<file path="src/rtl/calc_io_pkg.sv">
// Shared types and constants for the calculator I/O paths: the keypad scanner
// FSM states, the keypad index map and the shift-register timing constants.
package calc_io_pkg;

  typedef enum logic [1:0] {IDLE, LOAD, SHIFT, EVAL} scan_state_e;

  localparam int KEY_0 = 0,  KEY_1 = 1,  KEY_2 = 2,  KEY_3 = 3;
  localparam int KEY_4 = 4,  KEY_5 = 5,  KEY_6 = 6,  KEY_7 = 7;
  localparam int KEY_8 = 8,  KEY_9 = 9,  KEY_A = 10, KEY_B = 11;
  localparam int KEY_C = 12, KEY_D = 13, KEY_E = 14, KEY_F = 15;
  localparam int KEY_ADD = 16, KEY_SUB = 17, KEY_EQ = 18, KEY_CLR = 19;

  // Both 74HC595 and 74HC165 chains run one bit per two system clocks.
  localparam int SR_BITS_PER_DEVICE  = 8;
  localparam int SR_CYCLES_PER_BIT   = 2;
  localparam int SR_DEFAULT_PERIOD   = 1024;

endpackage

</file>
<file path="src/rtl/keypad_scanner_if.sv">
// Key-event handshake between the keypad scanner (master) and the calculator core.
interface keypad_scanner_if #(
  parameter int KEY_W = 4
);
  logic [KEY_W-1:0] o_key;
  logic             o_valid;
  logic             i_ready;

  modport master (output o_key, output o_valid, input i_ready);
  modport slave  (input o_key, input o_valid, output i_ready);
endinterface

</file>
<file path="src/rtl/key_debouncer.sv">
// Per-key debouncer: the level flips only after DEBOUNCE_SCANS consecutive
// disagreeing samples; rise_o pulses in the evaluation cycle of a release-to-press flip.
module key_debouncer #(
  parameter int DEBOUNCE_SCANS = 3
) (
  input  logic clk,
  input  logic rst_n,
  input  logic raw_i,
  input  logic eval_i,
  output logic level_o,
  output logic rise_o
);
  localparam int CW = $clog2(DEBOUNCE_SCANS + 1);

  logic          level_q, level_d;
  logic [CW-1:0] cnt_q, cnt_d, cnt_inc;

  assign cnt_inc = cnt_q + 1'b1;

  always_comb begin
    level_d = level_q;
    cnt_d   = cnt_q;
    if (eval_i) begin
      if (raw_i == level_q) begin
        cnt_d = '0;
      end else if (cnt_inc == CW'(DEBOUNCE_SCANS)) begin
        level_d = ~level_q;
        cnt_d   = '0;
      end else begin
        cnt_d = cnt_inc;
      end
    end
  end

  always_ff @(posedge clk) begin
    if (!rst_n) begin
      level_q <= 1'b0;
      cnt_q   <= '0;
    end else begin
      level_q <= level_d;
      cnt_q   <= cnt_d;
    end
  end

  assign level_o = level_q;
  assign rise_o  = ~level_q & level_d;
endmodule

</file>
<file path="src/rtl/keypad_scanner.sv">
// Keypad scanner: loads and shifts a 74HC165 chain, debounces every key, queues
// press events and hands them out lowest index first. Auto-repeat: KEYPAD_SCANNER_AUTOREPEAT_EN.
module keypad_scanner
  import calc_io_pkg::*;
#(
  parameter int NUM_KEYS       = 16,
  parameter int SCAN_PERIOD    = 1024,
  parameter int DEBOUNCE_SCANS = 3,
  parameter int REPEAT_SCANS   = 32
) (
  input  logic clk,
  input  logic rst_n,
  input  logic i_sr_data,
  output logic o_sr_clk,
  output logic o_sr_load_n,
  keypad_scanner_if.master kbus
);
  localparam int KW = $clog2(NUM_KEYS);
  localparam int TW = $clog2(SCAN_PERIOD);

  scan_state_e         state_q, state_d;
  logic [TW-1:0]       timer_q, timer_d;
  logic [KW-1:0]       bit_q, bit_d;
  logic                phase_q, phase_d;
  logic [NUM_KEYS-1:0] raw_q;
  logic                eval;
  logic                sr_clk_q, sr_load_n_q;
  logic [NUM_KEYS-1:0] deb, rise, set_vec, clr_vec;
  logic [NUM_KEYS-1:0] pending_q, pending_d;
  logic [KW-1:0]       key_q, key_d;
  logic                valid_q, valid_d;

  function automatic logic [KW-1:0] lowest_idx(input logic [NUM_KEYS-1:0] v);
    lowest_idx = '0;
    for (int i = NUM_KEYS - 1; i >= 0; i--)
      if (v[i]) lowest_idx = KW'(i);
  endfunction

  assign timer_d = (timer_q == TW'(SCAN_PERIOD - 1)) ? '0 : timer_q + 1'b1;

  always_comb begin
    state_d = state_q;
    bit_d   = bit_q;
    phase_d = phase_q;
    eval    = 1'b0;
    case (state_q)
      IDLE: if (timer_q == TW'(SCAN_PERIOD - 1)) state_d = LOAD;
      LOAD: begin
        state_d = SHIFT;
        bit_d   = KW'(NUM_KEYS - 1);
        phase_d = 1'b0;
      end
      SHIFT: begin
        phase_d = ~phase_q;
        if (phase_q) begin
          if (bit_q == '0) state_d = EVAL;
          else             bit_d   = bit_q - 1'b1;
        end
      end
      EVAL: begin
        eval    = 1'b1;
        state_d = IDLE;
      end
      default: state_d = IDLE;
    endcase
  end

  // Pin outputs are registered from next state so they line up with the state they belong to.
  always_ff @(posedge clk) begin
    if (!rst_n) begin
      state_q     <= IDLE;
      timer_q     <= '0;
      bit_q       <= '0;
      phase_q     <= 1'b0;
      raw_q       <= '0;
      sr_clk_q    <= 1'b0;
      sr_load_n_q <= 1'b1;
    end else begin
      state_q     <= state_d;
      timer_q     <= timer_d;
      bit_q       <= bit_d;
      phase_q     <= phase_d;
      sr_clk_q    <= (state_d == SHIFT) && phase_d;
      sr_load_n_q <= (state_d != LOAD);
      if (state_q == SHIFT && !phase_q) raw_q[bit_q] <= ~i_sr_data;
    end
  end

  assign o_sr_clk    = sr_clk_q;
  assign o_sr_load_n = sr_load_n_q;

  for (genvar gi = 0; gi < NUM_KEYS; gi++) begin : g_deb
    key_debouncer #(.DEBOUNCE_SCANS(DEBOUNCE_SCANS)) u_deb (
      .clk    (clk),
      .rst_n  (rst_n),
      .raw_i  (raw_q[gi]),
      .eval_i (eval),
      .level_o(deb[gi]),
      .rise_o (rise[gi])
    );
  end

`ifdef KEYPAD_SCANNER_AUTOREPEAT_EN
  localparam int REP_INT = (REPEAT_SCANS / 4 < 1) ? 1 : REPEAT_SCANS / 4;
  localparam int HW      = $clog2(REPEAT_SCANS + 1);

  logic [HW-1:0]       hold_cnt_q, hold_cnt_d;
  logic [KW-1:0]       hold_key_q, hold_key_d;
  logic                hold_vld_q, hold_vld_d;
  logic [NUM_KEYS-1:0] rep_set;

  // Hold tracking sees the pre-update debounced levels, so the first held EVAL counts as 1.
  always_comb begin
    hold_cnt_d = hold_cnt_q;
    hold_key_d = hold_key_q;
    hold_vld_d = hold_vld_q;
    rep_set    = '0;
    if (eval) begin
      if (deb == '0) begin
        hold_vld_d = 1'b0;
        hold_cnt_d = '0;
      end else if (!hold_vld_q || hold_key_q != lowest_idx(deb)) begin
        hold_vld_d = 1'b1;
        hold_key_d = lowest_idx(deb);
        hold_cnt_d = HW'(1);
      end else if (int'(hold_cnt_q) + 1 >= REPEAT_SCANS) begin
        rep_set[hold_key_q] = 1'b1;
        hold_cnt_d          = HW'(REPEAT_SCANS - REP_INT);
      end else begin
        hold_cnt_d = hold_cnt_q + 1'b1;
      end
    end
  end

  always_ff @(posedge clk) begin
    if (!rst_n) begin
      hold_cnt_q <= '0;
      hold_key_q <= '0;
      hold_vld_q <= 1'b0;
    end else begin
      hold_cnt_q <= hold_cnt_d;
      hold_key_q <= hold_key_d;
      hold_vld_q <= hold_vld_d;
    end
  end

  assign set_vec = rise | rep_set;
`else
  logic deb_unused;
  assign deb_unused = ^deb;
  assign set_vec    = rise;
`endif

  always_comb begin
    valid_d = valid_q;
    key_d   = key_q;
    clr_vec = '0;
    if (valid_q) begin
      if (kbus.i_ready) valid_d = 1'b0;
    end else if (pending_q != '0) begin
      valid_d          = 1'b1;
      key_d            = lowest_idx(pending_q);
      clr_vec[key_d]   = 1'b1;
    end
  end

  // Set is applied after clear so a re-press of the bit being handed out is kept.
  assign pending_d = (pending_q & ~clr_vec) | set_vec;

  always_ff @(posedge clk) begin
    if (!rst_n) begin
      pending_q <= '0;
      valid_q   <= 1'b0;
      key_q     <= '0;
    end else begin
      pending_q <= pending_d;
      valid_q   <= valid_d;
      key_q     <= key_d;
    end
  end

  assign kbus.o_key   = key_q;
  assign kbus.o_valid = valid_q;
endmodule
</file>
<file path="src/flat_wrapper.sv">
// flat-port wrapper written by rule: the top's interface ports become plain ports
module keypad_scanner_flat import calc_io_pkg::*;
#(
  parameter int NUM_KEYS       = 16,
  parameter int SCAN_PERIOD    = 1024,
  parameter int DEBOUNCE_SCANS = 3,
  parameter int REPEAT_SCANS   = 32
)
  (clk, rst_n, i_sr_data, o_sr_clk, o_sr_load_n, kbus_o_key, kbus_o_valid, kbus_i_ready);
  keypad_scanner_if kbus_i ();
  input  logic clk;
  input  logic rst_n;
  input  logic i_sr_data;
  output logic o_sr_clk;
  output logic o_sr_load_n;
  output wire logic [$bits(kbus_i.o_key)-1:0] kbus_o_key;
  output wire logic [$bits(kbus_i.o_valid)-1:0] kbus_o_valid;
  input wire logic [$bits(kbus_i.i_ready)-1:0] kbus_i_ready;
  assign kbus_o_key = kbus_i.o_key;
  assign kbus_o_valid = kbus_i.o_valid;
  assign kbus_i.i_ready = kbus_i_ready;
  keypad_scanner #(.NUM_KEYS(NUM_KEYS), .SCAN_PERIOD(SCAN_PERIOD), .DEBOUNCE_SCANS(DEBOUNCE_SCANS), .REPEAT_SCANS(REPEAT_SCANS)) u_core (.clk(clk), .rst_n(rst_n), .i_sr_data(i_sr_data), .o_sr_clk(o_sr_clk), .o_sr_load_n(o_sr_load_n), .kbus(kbus_i));
endmodule
</file>
<file path="config.mk">
export PLATFORM = sky130hd
export DESIGN_NAME = keypad_scanner_flat
export DESIGN_NICKNAME = d
export VERILOG_FILES = /design/src/rtl/calc_io_pkg.sv /design/src/rtl/keypad_scanner_if.sv /design/src/rtl/key_debouncer.sv /design/src/rtl/keypad_scanner.sv /design/src/flat_wrapper.sv
export SDC_FILE = /design/constraint.sdc
export NUM_CORES = 1
export LEC_CHECK = 0
export CAP_MARGIN = 20
export CORE_UTILIZATION = 52
export CTS_CLUSTER_DIAMETER = 80
export DETAILED_ROUTE_END_ITERATION = 10
export GPL_ROUTABILITY_DRIVEN = 0
export PLACE_DENSITY = 0.73
export SLEW_MARGIN = 20
export SYNTH_ARGS = -nofsm -noshare
export SYNTH_HDL_FRONTEND = slang
export SYNTH_SLANG_ARGS = --single-unit
export TNS_END_PERCENT = 100
</file>
<file path="constraint.sdc">
create_clock -name clk -period 2.35 [get_ports clk]
set_input_delay 0.47 -clock clk [delete_from_list [all_inputs] [get_ports clk]]
set_output_delay 0.47 -clock clk [all_outputs]
set_load 0.05 [all_outputs]
</file>
=== Word-level counts from Yosys, hierarchy flattened ===
Cells that the tools add are included.

* Order comparisons: 4
* Shifts and indexed selects: 0
* Add/sub/neg operators: 18
* $mul: 0
* Mux-type cells: 117
* Eq/ne operators: 40
* Div/mod/pow operators: 0
* Reduce and logical (&&, ||, !) cells: 12
* Bitwise logic cells: 39

{| class="wikitable"
|+ Operator list
! kind !! count
|-
| $mux 4 || 20
|-
| $mux 2 || 35
|-
| $mux 1 || 54
|-
| $eq 2x2->1 const B || 19
|-
| $add 2x1->2 const B || 16
|-
| $mux 16 || 2
|-
| $not 1->1 || 20
|-
| $and 1x1->1 || 16
|-
| $and 16x16->16 || 1
|-
| $bwmux 16 || 1
|-
| $eq 1x1->1 || 16
|-
| $not 16->16 || 1
|-
| $or 16x16->16 || 1
|-
| $reduce_bool 16->1 || 1
|-
| $add 10x1->10 const B || 1
|-
| $eq 10x10->1 const B || 1
|-
| $lt 4x5->1 const B || 2
|-
| $demux 1 s4 || 2
|-
| $ge 4x1->1 const B || 2
|-
| $pmux 2 s4 || 1
|-
| $pmux 4 s2 || 1
|-
| $logic_and 1x1->1 || 4
|-
| $logic_not 4->1 || 1
|-
| $ne 2x1->1 const B || 2
|-
| 10 further kinds || 10
|}

* Bits in writable memories: 0
* Memory bits (read-only): 0
* Memories kept: 0
* Logic and storage cells: 272
* Bits of input ports: 4
* Latch bits: 0
* Flip-flop bits (word level): 104
* Output and inout bits: 7

=== Depth between registers and ports, before layout ===
Gate-level depths: netlist of run 1.

* Word-level depth: 27
* Mapped depth: 8
* Gate-level depth less buffers: 7

=== By module ===
Synthesis of run 1 repeated with hierarchy kept, for this count alone.

* Cell total of the unflattened synthesis: 546
* Area total of the unflattened synthesis: 5163.7 µm²

{| class="wikitable"
|+ Modules (own cells, without submodules)
! module !! times used !! cells each !! sequential area each (µm²) !! area an instance (µm²)
|-
| key_debouncer || 16 || 15 || 60.1 || 163.9
|-
| keypad_scanner || 1 || 306 || 1121.1 || 2541.2
|}

=== Worst setup path before layout of run 1 ===
Ideal clock, no wire load.

* Path type: reg2reg
* Start: reg u_core.valid_q, in the netlist u_core.kbus.o_valid
* End: reg u_core.pending_q[12]
* Period minus slack after synthesis: 2.323 ns
* Path buffers: 1
* Required time: 2.229 ns
* Setup time: 0.121 ns
* Arrival time: 2.202 ns
* Stages on the path, launching flop included: 7
* Path slack: 0.027 ns
* Cells stage by stage: dfxtp_1 > buf_2 > or3_4 > or3_4 > or4b_4 > o311ai_1 > nand2_1

* Word-level cells in the longest chain between the ends: 4

{| class="wikitable"
|+ RTL lines
! item !! RTL line !! text
|-
| start, declared || keypad_scanner.sv:31 || <nowiki>logic valid_q, valid_d;</nowiki>
|-
| start signal, assigned || keypad_scanner.sv:177 || <nowiki>valid_q <= valid_d;</nowiki>
|-
| $mux 16 || keypad_scanner.sv:158 || <nowiki>if (valid_q) begin</nowiki>
|-
| $not 16->16 || keypad_scanner.sv:168 || <nowiki>assign pending_d = (pending_q & ~clr_vec) | set_vec;</nowiki>
|-
| $and 16x16->16 || keypad_scanner.sv:168 ||
|-
| $or 16x16->16 || keypad_scanner.sv:168 ||
|-
| end signal, assigned || keypad_scanner.sv:176 || <nowiki>pending_q <= pending_d;</nowiki>
|-
| end, declared || keypad_scanner.sv:29 || <nowiki>logic [NUM_KEYS-1:0] pending_q, pending_d;</nowiki>
|}

Every way passes these cells.
A chain may end at the register's enable or synchronous reset.

=== Final worst setup path of run 1 ===
* Start: reg u_core.pending_q[1]
* End: reg u_core.pending_q[12]

* Word-level cells in the longest chain between the ends: 13
* Elaborated cells between the ends (all ways): 15
* Those cells by class: order compare: 2; mux: 8; bitwise: 3; reduce/logical: 2

{| class="wikitable"
|+ RTL lines
! item !! RTL line !! text
|-
| $mux 4 (2 in series) || keypad_scanner.sv:36 || <nowiki>if (v[i]) lowest_idx = KW'(i);</nowiki>
|-
| $mux 4 || keypad_scanner.sv:160 || <nowiki>end else if (pending_q != '0) begin</nowiki>
|-
| $mux 4 || keypad_scanner.sv:158 ||
|-
| $lt 4x5->1 (implied by the code) / $ge 4x1->1 (equally long branches) || keypad_scanner.sv:163 || <nowiki>clr_vec[key_d] = 1'b1;</nowiki>
|-
| $logic_and 1x1->1 (implied by the code) || keypad_scanner.sv:163 ||
|-
| $mux 1 (implied by the code) || keypad_scanner.sv:163 ||
|-
| $demux 1 s4 || -- ||
|-
| $mux 16 (*) || keypad_scanner.sv:160 ||
|-
| $mux 16 (*) || keypad_scanner.sv:158 ||
|-
| $not 16->16 (*) || keypad_scanner.sv:168 ||
|-
| $and 16x16->16 (*) || keypad_scanner.sv:168 ||
|-
| $or 16x16->16 (*) || keypad_scanner.sv:168 ||
|}

Mark *: on every way between the ends. The rest lies on a longest branch, timed or not. The select of a mux whose other input is x is not followed.

==> results of run 1 <==
tightest hold or removal path, cell delays in order (launching register included):
cell and delay (ns):
dfxtp_1 0.32, nand2_1 0.05, o21ai_0 0.06
layout make-up:
type / count / area, µm² / area share [%]
multi-input combinational: 422 / 2520 / 48.7
tap: 108 / 135 / 2.61
inverter: 16 / 60.1 / 1.16
sequential: 104 / 2080 / 40.1
clock buffer: 11 / 131 / 2.53
clock inverter: 3 / 45.0 / 0.869
timing repair buffer: 21 / 208 / 4.00
worst min path at each step:
stage	from	end	slack, ns	cells after the start
after global routing	u_core.kbus.o_key[0]	u_core.kbus.o_key[0]	0.51	2
after detailed placement	u_core.kbus.o_key[0]	u_core.kbus.o_key[0]	0.46	2
final	u_core.kbus.o_key[0]	u_core.kbus.o_key[0]	0.47	2
after CTS	u_core.kbus.o_key[0]	u_core.kbus.o_key[0]	0.47	2
after floorplan	u_core.timer_q[0]	u_core.timer_q[0]	0.43	1
after global placement	u_core.timer_q[0]	u_core.timer_q[0]	0.44	1
layer usage:
layer	track usage, %	routed length (µm)	up-vias
met2	37.6	4920	67
met4	7.81	131	0
met3	4.94	338	12
li1	-	-	2017
met5	0	0	-
met1	26.9	4620	1890
sequential cells by signal (all words and copies together), names as in the netlist:
name                        flops
u_core.phase_q                  1
u_core.raw_q                   16
u_core.g_deb.u_deb.level_o     16
u_core.kbus.o_valid             1
u_core.state_q                  2
u_core.timer_q                 10
u_core.g_deb.u_deb.cnt_q       32
u_core.kbus.o_key               4
u_core.pending_q               16
u_core.o_sr_load_n              1
u_core.bit_q                    4
u_core.o_sr_clk                 1
stage by stage:
| step | hold WS, ns | instance area, µm² | total power [mW] | setup slack (ns) |
|---|---|---|---|---|
| 3_5_place_dp | 0.458 | 5010 | 2.04 | 0.175 |
| 5_1_grt | 0.506 | 5190 | 3.17 | 0.0536 |
| 4_1_cts | 0.471 | 5190 | 3.09 | 0.157 |
| 3_3_place_gp | 0.443 | 5010 | 2.03 | 0.255 |
| 2_1_floorplan | 0.426 | 4780 | 1.97 | 0.0268 |
| 6_report | 0.465 | 5190 | 3.05 | 0.154 |
layout by cell type (no fill, tap or decap), types with 12 or more instances in the layout:
cell        n
o21ai_0    17
nor2_1     91
nor3_1     12
mux2i_1    16
xnor2_1    19
a21oi_1    55
nor4_1     19
nand2_1    34
inv_1      15
dfxtp_1   104
nand2b_1   21
nand3_1    22
power breakdown:
| group | internal (mW) | leakage, nW | switching, mW |
|---|---|---|---|
| registers | 1.77 | 0.838 | 0.0123 |
| clock network | 0.482 | 0.0815 | 0.572 |
| logic | 0.0780 | 0.937 | 0.132 |
| total | 2.34 | 1.86 | 0.717 |
cells by family after synthesis:
group / count (synthesis)
XOR/XNOR: 23
buffers and inverters: 44
adder cells (fa/ha/maj): 8
AND/OR/NAND/NOR: 257
flip-flops: 104
AO/OA/AOI/OAI: 118
multiplexers: 16
==> out/results.txt, run 1 <==
Max VDD drop -> 0.265 mV
Row Count -> 34
Worst-Skew Late Latency -> 0.36 ns
post-CTS sizing -> 0
Setup crit start kind -> flop
crit-path cells -> or3_4 > or3_4 > or4b_4 > o311ai_1 > nand2_1
# H-tree levels -> 3
Detailed Route WL -> 10000 µm
Seq/Total Area, Yosys -> 43.5%
initial antenna violation count -> 0
reg2reg end -> u_core.pending_q[12]
Synth Area in Simple Gates -> 27.9%
post-synthesis async set-or-reset flop share -> 0%
Antenna diodes -> 0
core box area -> 0.00881 mm²
Placed Instances -> 671
vias -> 3986
Layout Utilization -> 58.9%
Post-Synthesis Cells -> 570
die span in x -> 97.9 µm
Slew HR -> 37.5%
cell leakage power -> 1.86 nW
Synth Area in XOR/XNOR -> 4.21%
layout cells sized above 1 -> 5.37%
WL/cell -> 14.6 µm
adder-cell area share of the yosys netlist -> 2.09%
worst r2r src -> u_core.pending_q[1]
Worst Setup SP -> u_core.pending_q[1]
synth warn -> 0
antenna viol nets, final -> 0
violated checks -> DRC
fin nets -> 586
fillcell total -> 812
status -> finished with violations
full die area -> 0.00958 mm²
Post-Syn Nets -> 582
unrepaired setup endpoints after global routing -> false
final hold violations -> 0
Crit path arrival time -> 2.44 ns
maximum clock rate -> 0.455 GHz
R2R setup slack -> 0.15 ns
cts hold-fix bufs -> 0
CTS buffer count -> 9
Pins Over Slew Limit -> 0
P per Cell Area -> 589 mW/mm²
delay-heaviest family, CP -> simple AND/OR/NAND/NOR gates
total track usage -> 21.9%
Crit path required time -> 2.60 ns
compound-cell area share of the yosys netlist -> 15.2%
largest family of logic cells by synthesized area -> simple AND/OR/NAND/NOR gates
total grt overflow -> 0
Critical Path Most Common Cell -> or3_4
Clock Pin Slew Worst Setup and Hold Paths -> 0.09 ns
Synth top area share -> 43.5%
Die Span Y -> 97.9 µm
maximum root-to-sink buffer count -> 2
Final Cycle Share -> 93.4%
Cell variety after synth -> 55
vias in the first global route -> 3753
final non-filler cell total -> 685
crit-path max FO -> 8
max cap viols -> 0
critical path endpoint -> u_core.pending_q[12]
first-pass GRT wire length -> 16900 µm
postcts setup bufs -> 0
Crit path largest cell delay -> 0.55 ns
largest net degree at the start of global routing -> 39
Starting DRT DRC Count -> 147
Starting Density -> 54.3%
mux share of post-synthesis cell area -> 3.35%
Commonest cells post-synth -> dfxtp_1, nor2_1, a21oi_1
Top FF cell, synth -> dfxtp_1
HPWL after DPL -> 7140 µm
clk sinks -> 104
Netlist Area Pre-Place -> 0.00478 mm²
Area Overhead vs Synth -> 8.45%
sum of negative setup slack -> 0 ns
Ports -> 11
I/O Buffers -> 10
synth top area cells -> dfxtp_1, nor2_1, a21oi_1
drt first pass iters -> 8
Root Buffer -> clkbuf_8
clk_skew -> 0.00783 ns
FF-to-FF path depth -> 5
vias per inst -> 5.82
Synth Register Bits -> 104
critical path type -> flop to flop
WP buf/inv -> 0
Residual DRC -> 2
number of synthesized flops with an enable pin -> 0
worst-margin pin slew -> 0.934 ns
critical path endpoint category -> flop
largest area contributor in the netlist -> dfxtp_1
critical path depth -> 5
Setup violations, final -> 0
Avg Cell Area, Syn -> 8.39 µm²
CTS tree -> built
Final min period -> 2.20 ns
Hold Path Class -> flop to flop
count leader, synth -> dfxtp_1
Worst path slowest cell -> or4b_4
(Power assumes the default switching activity.)
==> run 2, diff against run 1 <==
Settings changed: CAP_MARGIN 20 to 40, TNS_END_PERCENT 100 to default.
Clock period 2.35 ns to 2.5 ns, I/O delays scaled along.
==> run 2 against run 1 <==
  * The run still ends with DRC left
  * Clock power shrank 7%
  * Total power shrank 6.6%
  * Critical path depth shrank 3
  * Utilization shrank 0.16 points
  * Sequential share of layout area grew 0.11 points
  * First-iteration DRC count grew 4.1%
  * Cell area shrank 0.27%
  * Sequential power shrank 6%
  * Combinational power shrank 7%
  * Worst hold slack gained 0.0021 ns
  * Clock skew grew 0.0025 ns
  * Largest power group unchanged
  * Highest routed layer unchanged
==> out/results.txt, run 2 (synthesized netlist as in run 1, its figures left out) <==
status -> finished with violations
violated checks -> DRC
most common cell after layout, fill and taps aside -> dfxtp_1
Pins Over Slew Limit -> 0
Ports -> 11
Starting Density -> 54.3%
worst-margin pin slew -> 0.921 ns
CTS tree -> built
Hold Crit Depth -> 2
reg2reg end -> u_core.pending_q[12]
flip-flop count of the largest register after layout -> 32
placed instance area -> 0.00499 mm²
full die area -> 0.00958 mm²
cell leakage power -> 1.85 nW
P per Cell Area -> 551 mW/mm²
critical path type -> flop to output pin
Row Count -> 34
final hold violations -> 0
worst r2r src -> u_core.pending_q[1]
hold slack -> 0.467 ns
total grt overflow -> 0
FF-to-FF path depth -> 5
Worst-Skew Late Latency -> 0.38 ns
vias -> 3952
Max VDD drop -> 0.340 mV
Power Total -> 2.85 mW
Slew HR -> 38.4%
Crit path arrival time -> 1.68 ns
maximum clock rate -> 0.458 GHz
R2R setup slack -> 0.33 ns
hold endpoint -> u_core.kbus.o_key[0]
clk_skew -> 0.0104 ns
vias per inst -> 5.76
WL/cell -> 14.1 µm
I/O Buffers -> 10
critical path endpoint category -> output pin
Final Cycle Share -> 87.3%
drt first pass iters -> 10
Residual DRC -> 2
antenna viol nets, final -> 0
total track usage -> 21.5%
vias in the first global route -> 3757
Root Buffer -> clkbuf_8
Die Span Y -> 97.9 µm
core box area -> 0.00881 mm²
CTS buffer count -> 9
Antenna diodes -> 0
Setup violations, final -> 0
post-CTS sizing -> 0
Starting DRT DRC Count -> 153
crit-path max FO -> 9
layout cells sized above 1 -> 5.71%
die span in x -> 97.9 µm
largest net degree at the start of global routing -> 40
Hold Path Class -> flop to flop
Crit path required time -> 2.00 ns
Detailed Route WL -> 9660 µm
# H-tree levels -> 3
Final min period -> 2.18 ns
unrepaired setup endpoints after global routing -> false
Setup crit start kind -> flop
most frequent cells in the layout -> dfxtp_1, nor2_1, a21oi_1
min-delay src -> u_core.kbus.o_key[0]
cts hold-fix bufs -> 0
design area -> 0.00517 mm²
Area Overhead vs Synth -> 8.16%
largest register by flop count -> u_core.g_deb.u_deb.cnt_q
clk sinks -> 104
maximum root-to-sink buffer count -> 2
HPWL after DPL -> 6980 µm
max cap viols -> 0
Clock Pin Slew Worst Setup and Hold Paths -> 0.10 ns
sum of negative setup slack -> 0 ns
postcts setup bufs -> 0
first-pass GRT wire length -> 16800 µm
fin nets -> 585
initial antenna violation count -> 0
-- run 2: cell count changes in the layout (fill, tap and decap cells not counted), sizes merged --
cell,previous run,this run
inv,16,17
bufinv,1,0
clkinv,0,2
buf,11,10
-- run 2: area by class of cell --
class,instances,area (µm²)
Sequential cell,104,2080
Inverter,16,60.1
Tap cell,108,135
Timing Repair Buffer,20,188
Fill cell,798,3630
Clock buffer,11,141
Multi-Input combinational cell,422,2520
Clock inverter,5,41.3
-- run 2: power breakdown --
part | internal (mW) | switching, mW | total (mW) | leakage [nW]
combinational | 0.0732 | 0.122 | 0.195 | 0.927
clock | 0.397 | 0.578 | 0.975 | 0.0861
sequential | 1.67 | 0.0111 | 1.68 | 0.838
total | 2.14 | 0.711 | 2.85 | 1.85
-- run 2: worst max path at each step --
stage | slack (ns) | depth (start not counted) | from | endpoint
floorplan | 0.18 | 6 | u_core.kbus.o_valid | u_core.pending_q[12]
detailed placement | 0.38 | 5 | u_core.pending_q[1] | u_core.pending_q[12]
CTS | 0.30 | 2 | u_core.kbus.o_valid | kbus_o_valid
global placement | 0.37 | 5 | u_core.pending_q[1] | u_core.pending_q[12]
finish | 0.32 | 2 | u_core.kbus.o_valid | kbus_o_valid
global route | 0.23 | 6 | u_core.state_q[1] | u_core.g_deb[10].u_deb.cnt_q[0]
-- run 2: routing by layer --
metal / track usage, % / share of wire, %
met5: 0 / 0
met4: 5.24 / 1.2
met3: 6.01 / 3.7
met2: 37.6 / 49
met1: 26.1 / 46
-- run 2: worst max-delay path, stage by stage (launching register included) --
cell and delay, ns:
dfxtp_1 0.35, buf_4 0.16, clkdlybuf4s50_1 0.81
-- run 2: per-stage QoR --
stage	instances	setup slack, ns	util, %
2_1_floorplan	570	0.177	-
3_3_place_gp	670	0.373	56.7
3_5_place_dp	670	0.384	56.7
4_1_cts	686	0.303	58.7
5_1_grt	686	0.228	58.7
6_report	686	0.317	58.7
==> run 3, diff against run 2 <==
Settings changed: CORE_ASPECT_RATIO from default to 0.8.
==> run 3 against run 2 <==
  * Non-clock buffer count grew 3
  * Count of clock-buffer cells in the layout is 1 lower
  * Die area barely moved
  * The run now ends clean
  * Register-to-register slack is essentially flat
==> out/results.txt, run 3 (synthesized netlist as in run 1, its figures left out) <==
status -> complete, no violations
largest net degree at the start of global routing -> 29
delay-heaviest family, CP -> simple AND/OR/NAND/NOR gates
crit-path max FO -> 8
drt first pass iters -> 5
FF-to-FF path depth -> 5
Ports -> 11
P per Cell Area -> 644 mW/mm²
final hold violations -> 0
worst-margin pin slew -> 0.663 ns
WP buf/inv -> 0
Setup violations, final -> 0
Starting Density -> 54.9%
fillcell total -> 771
final non-filler cell total -> 693
Hold Path Class -> flop to flop
WL/cell -> 15.3 µm
core box area -> 0.00871 mm²
Final min period -> 2.17 ns
full die area -> 0.00959 mm²
postcts setup bufs -> 0
max cap viols -> 0
unrepaired setup endpoints after global routing -> false
Max VDD drop -> 0.506 mV
clk sinks -> 104
layout cells sized above 1 -> 6.37%
worst r2r src -> u_core.pending_q[1]
Final Cycle Share -> 86.8%
Pins Over Slew Limit -> 0
most frequent cells in the layout -> dfxtp_1, nor2_1, a21oi_1
Worst Setup SP -> u_core.pending_q[1]
cts hold-fix bufs -> 0
Clock power frac -> 45.3%
CTS buffer count -> 9
Worst-Skew Late Latency -> 0.35 ns
Antenna diodes -> 0
Hold Crit Depth -> 2
CTS tree -> built
Crit path largest cell delay -> 0.55 ns
hold endpoint -> u_core.kbus.o_key[0]
combinational power share -> 5.9%
most common cell after layout, fill and taps aside -> dfxtp_1
Worst path slowest cell -> or4b_4
min-delay src -> u_core.kbus.o_key[0]
initial antenna violation count -> 0
Net Sw Frac -> 22.6%
Placed Instances -> 677
antenna viol nets, final -> 0
Critical Path Most Common Cell -> or3_4
Slew HR -> 55.7%
largest register by flop count -> u_core.g_deb.u_deb.cnt_q
total grt overflow -> 0
first-pass GRT wire length -> 17800 µm
vias per inst -> 5.87
internal power -> 2.66 mW
crit-path cells -> or3_4 > or3_4 > or4b_4 > o311ai_1 > nand2_1
critical path endpoint category -> flop
vias -> 4066
total track usage -> 24.2%
Area Overhead vs Synth -> 11.6%
Detailed Route WL -> 10600 µm
Clock Pin Slew Worst Setup and Hold Paths -> 0.07 ns
fin nets -> 588
sum of negative setup slack -> 0 ns
maximum clock rate -> 0.461 GHz
Starting DRT DRC Count -> 280
Row Count -> 30
critical path type -> flop to flop
Residual DRC -> 0
vias in the first global route -> 3862
clk_skew -> 0.0131 ns
R2R setup slack -> 0.33 ns
I/O Buffers -> 10
cell leakage power -> 1.94 nW
Crit path arrival time -> 2.41 ns
HPWL after DPL -> 7350 µm
maximum root-to-sink buffer count -> 2
flip-flop count of the largest register after layout -> 32
# H-tree levels -> 3
Net Switching -> 0.777 mW
Root Buffer -> clkbuf_16
Die Span Y -> 87.8 µm
die span in x -> 109 µm
Setup crit start kind -> flop
post-CTS sizing -> 0
Reg power frac -> 48.8%
reg2reg end -> u_core.pending_q[12]
Crit path required time -> 2.74 ns
## run 3: changes by cell type in the layout (fill, tap and decap cells not counted), moves of 2 or more
cell,delta
clkbuf_16,+9
clkbuf_8,-9
buf_4,+3
inv_6,+3
bufinv_16,+2
clkinv_4,-2
clkinvlp_4,-2
## run 3: cell type report
| type | instances | area (µm²) | area share (%) |
|---|---|---|---|
| inverter | 16 | 60.1 | 1.13 |
| multi-input combinational | 422 | 2520 | 47.3 |
| tap | 112 | 140 | 2.63 |
| sequential | 104 | 2080 | 39.0 |
| clock buffer | 10 | 239 | 4.48 |
| clock inverter | 6 | 95.1 | 1.78 |
| timing repair buffer | 23 | 195 | 3.66 |
## run 3: power groups by stage
stage	Clock, mW	Combinational (mW)	Sequential [mW]
final	1.56	0.202	1.68
after CTS	1.59	0.201	1.68
after global routing	1.65	0.220	1.68
after detailed placement	0	0.200	1.72
after floorplan	0	0.118	1.74
after global placement	0	0.197	1.72
## run 3: worst max-delay path by stage
stage                                     end  depth (start not counted)
6_report                 u_core.pending_q[12]                          5
3_5_place_dp             u_core.pending_q[12]                          5
3_3_place_gp             u_core.pending_q[12]                          5
2_1_floorplan            u_core.pending_q[12]                          6
5_1_grt        u_core.g_deb[4].u_deb.cnt_q[0]                          6
4_1_cts                  u_core.pending_q[12]                          5
## run 3: routing by layer
metal	part of all wire, %	GRT usage (%)	vias to the layer above
met5	0	0	-
met4	1.7	9.58	0
met3	4.7	6.18	17
met2	46	40.3	112
met1	47	30.2	1907
li1	-	-	2030
## run 3: metrics by stage
step / utilization, % / instance area [µm²] / power, mW / worst slack, ns / hold WS (ns)
after floorplan: - / 4780 / 1.86 / 0.177 / 0.426
after global placement: 57.4 / 5000 / 1.91 / 0.382 / 0.445
after detailed placement: 57.4 / 5000 / 1.92 / 0.357 / 0.452
after CTS: 61.3 / 5340 / 3.47 / 0.330 / 0.470
after global routing: 61.3 / 5340 / 3.55 / 0.173 / 0.490
final: 61.3 / 5340 / 3.44 / 0.329 / 0.465
## run 3: worst register-to-register path, cell delays in order, from the launching register on
cell and delay [ns]:
dfxtp_1 0.37, or3_4 0.44, or3_4 0.36, or4b_4 0.55, o311ai_1 0.25, nand2_1 0.08
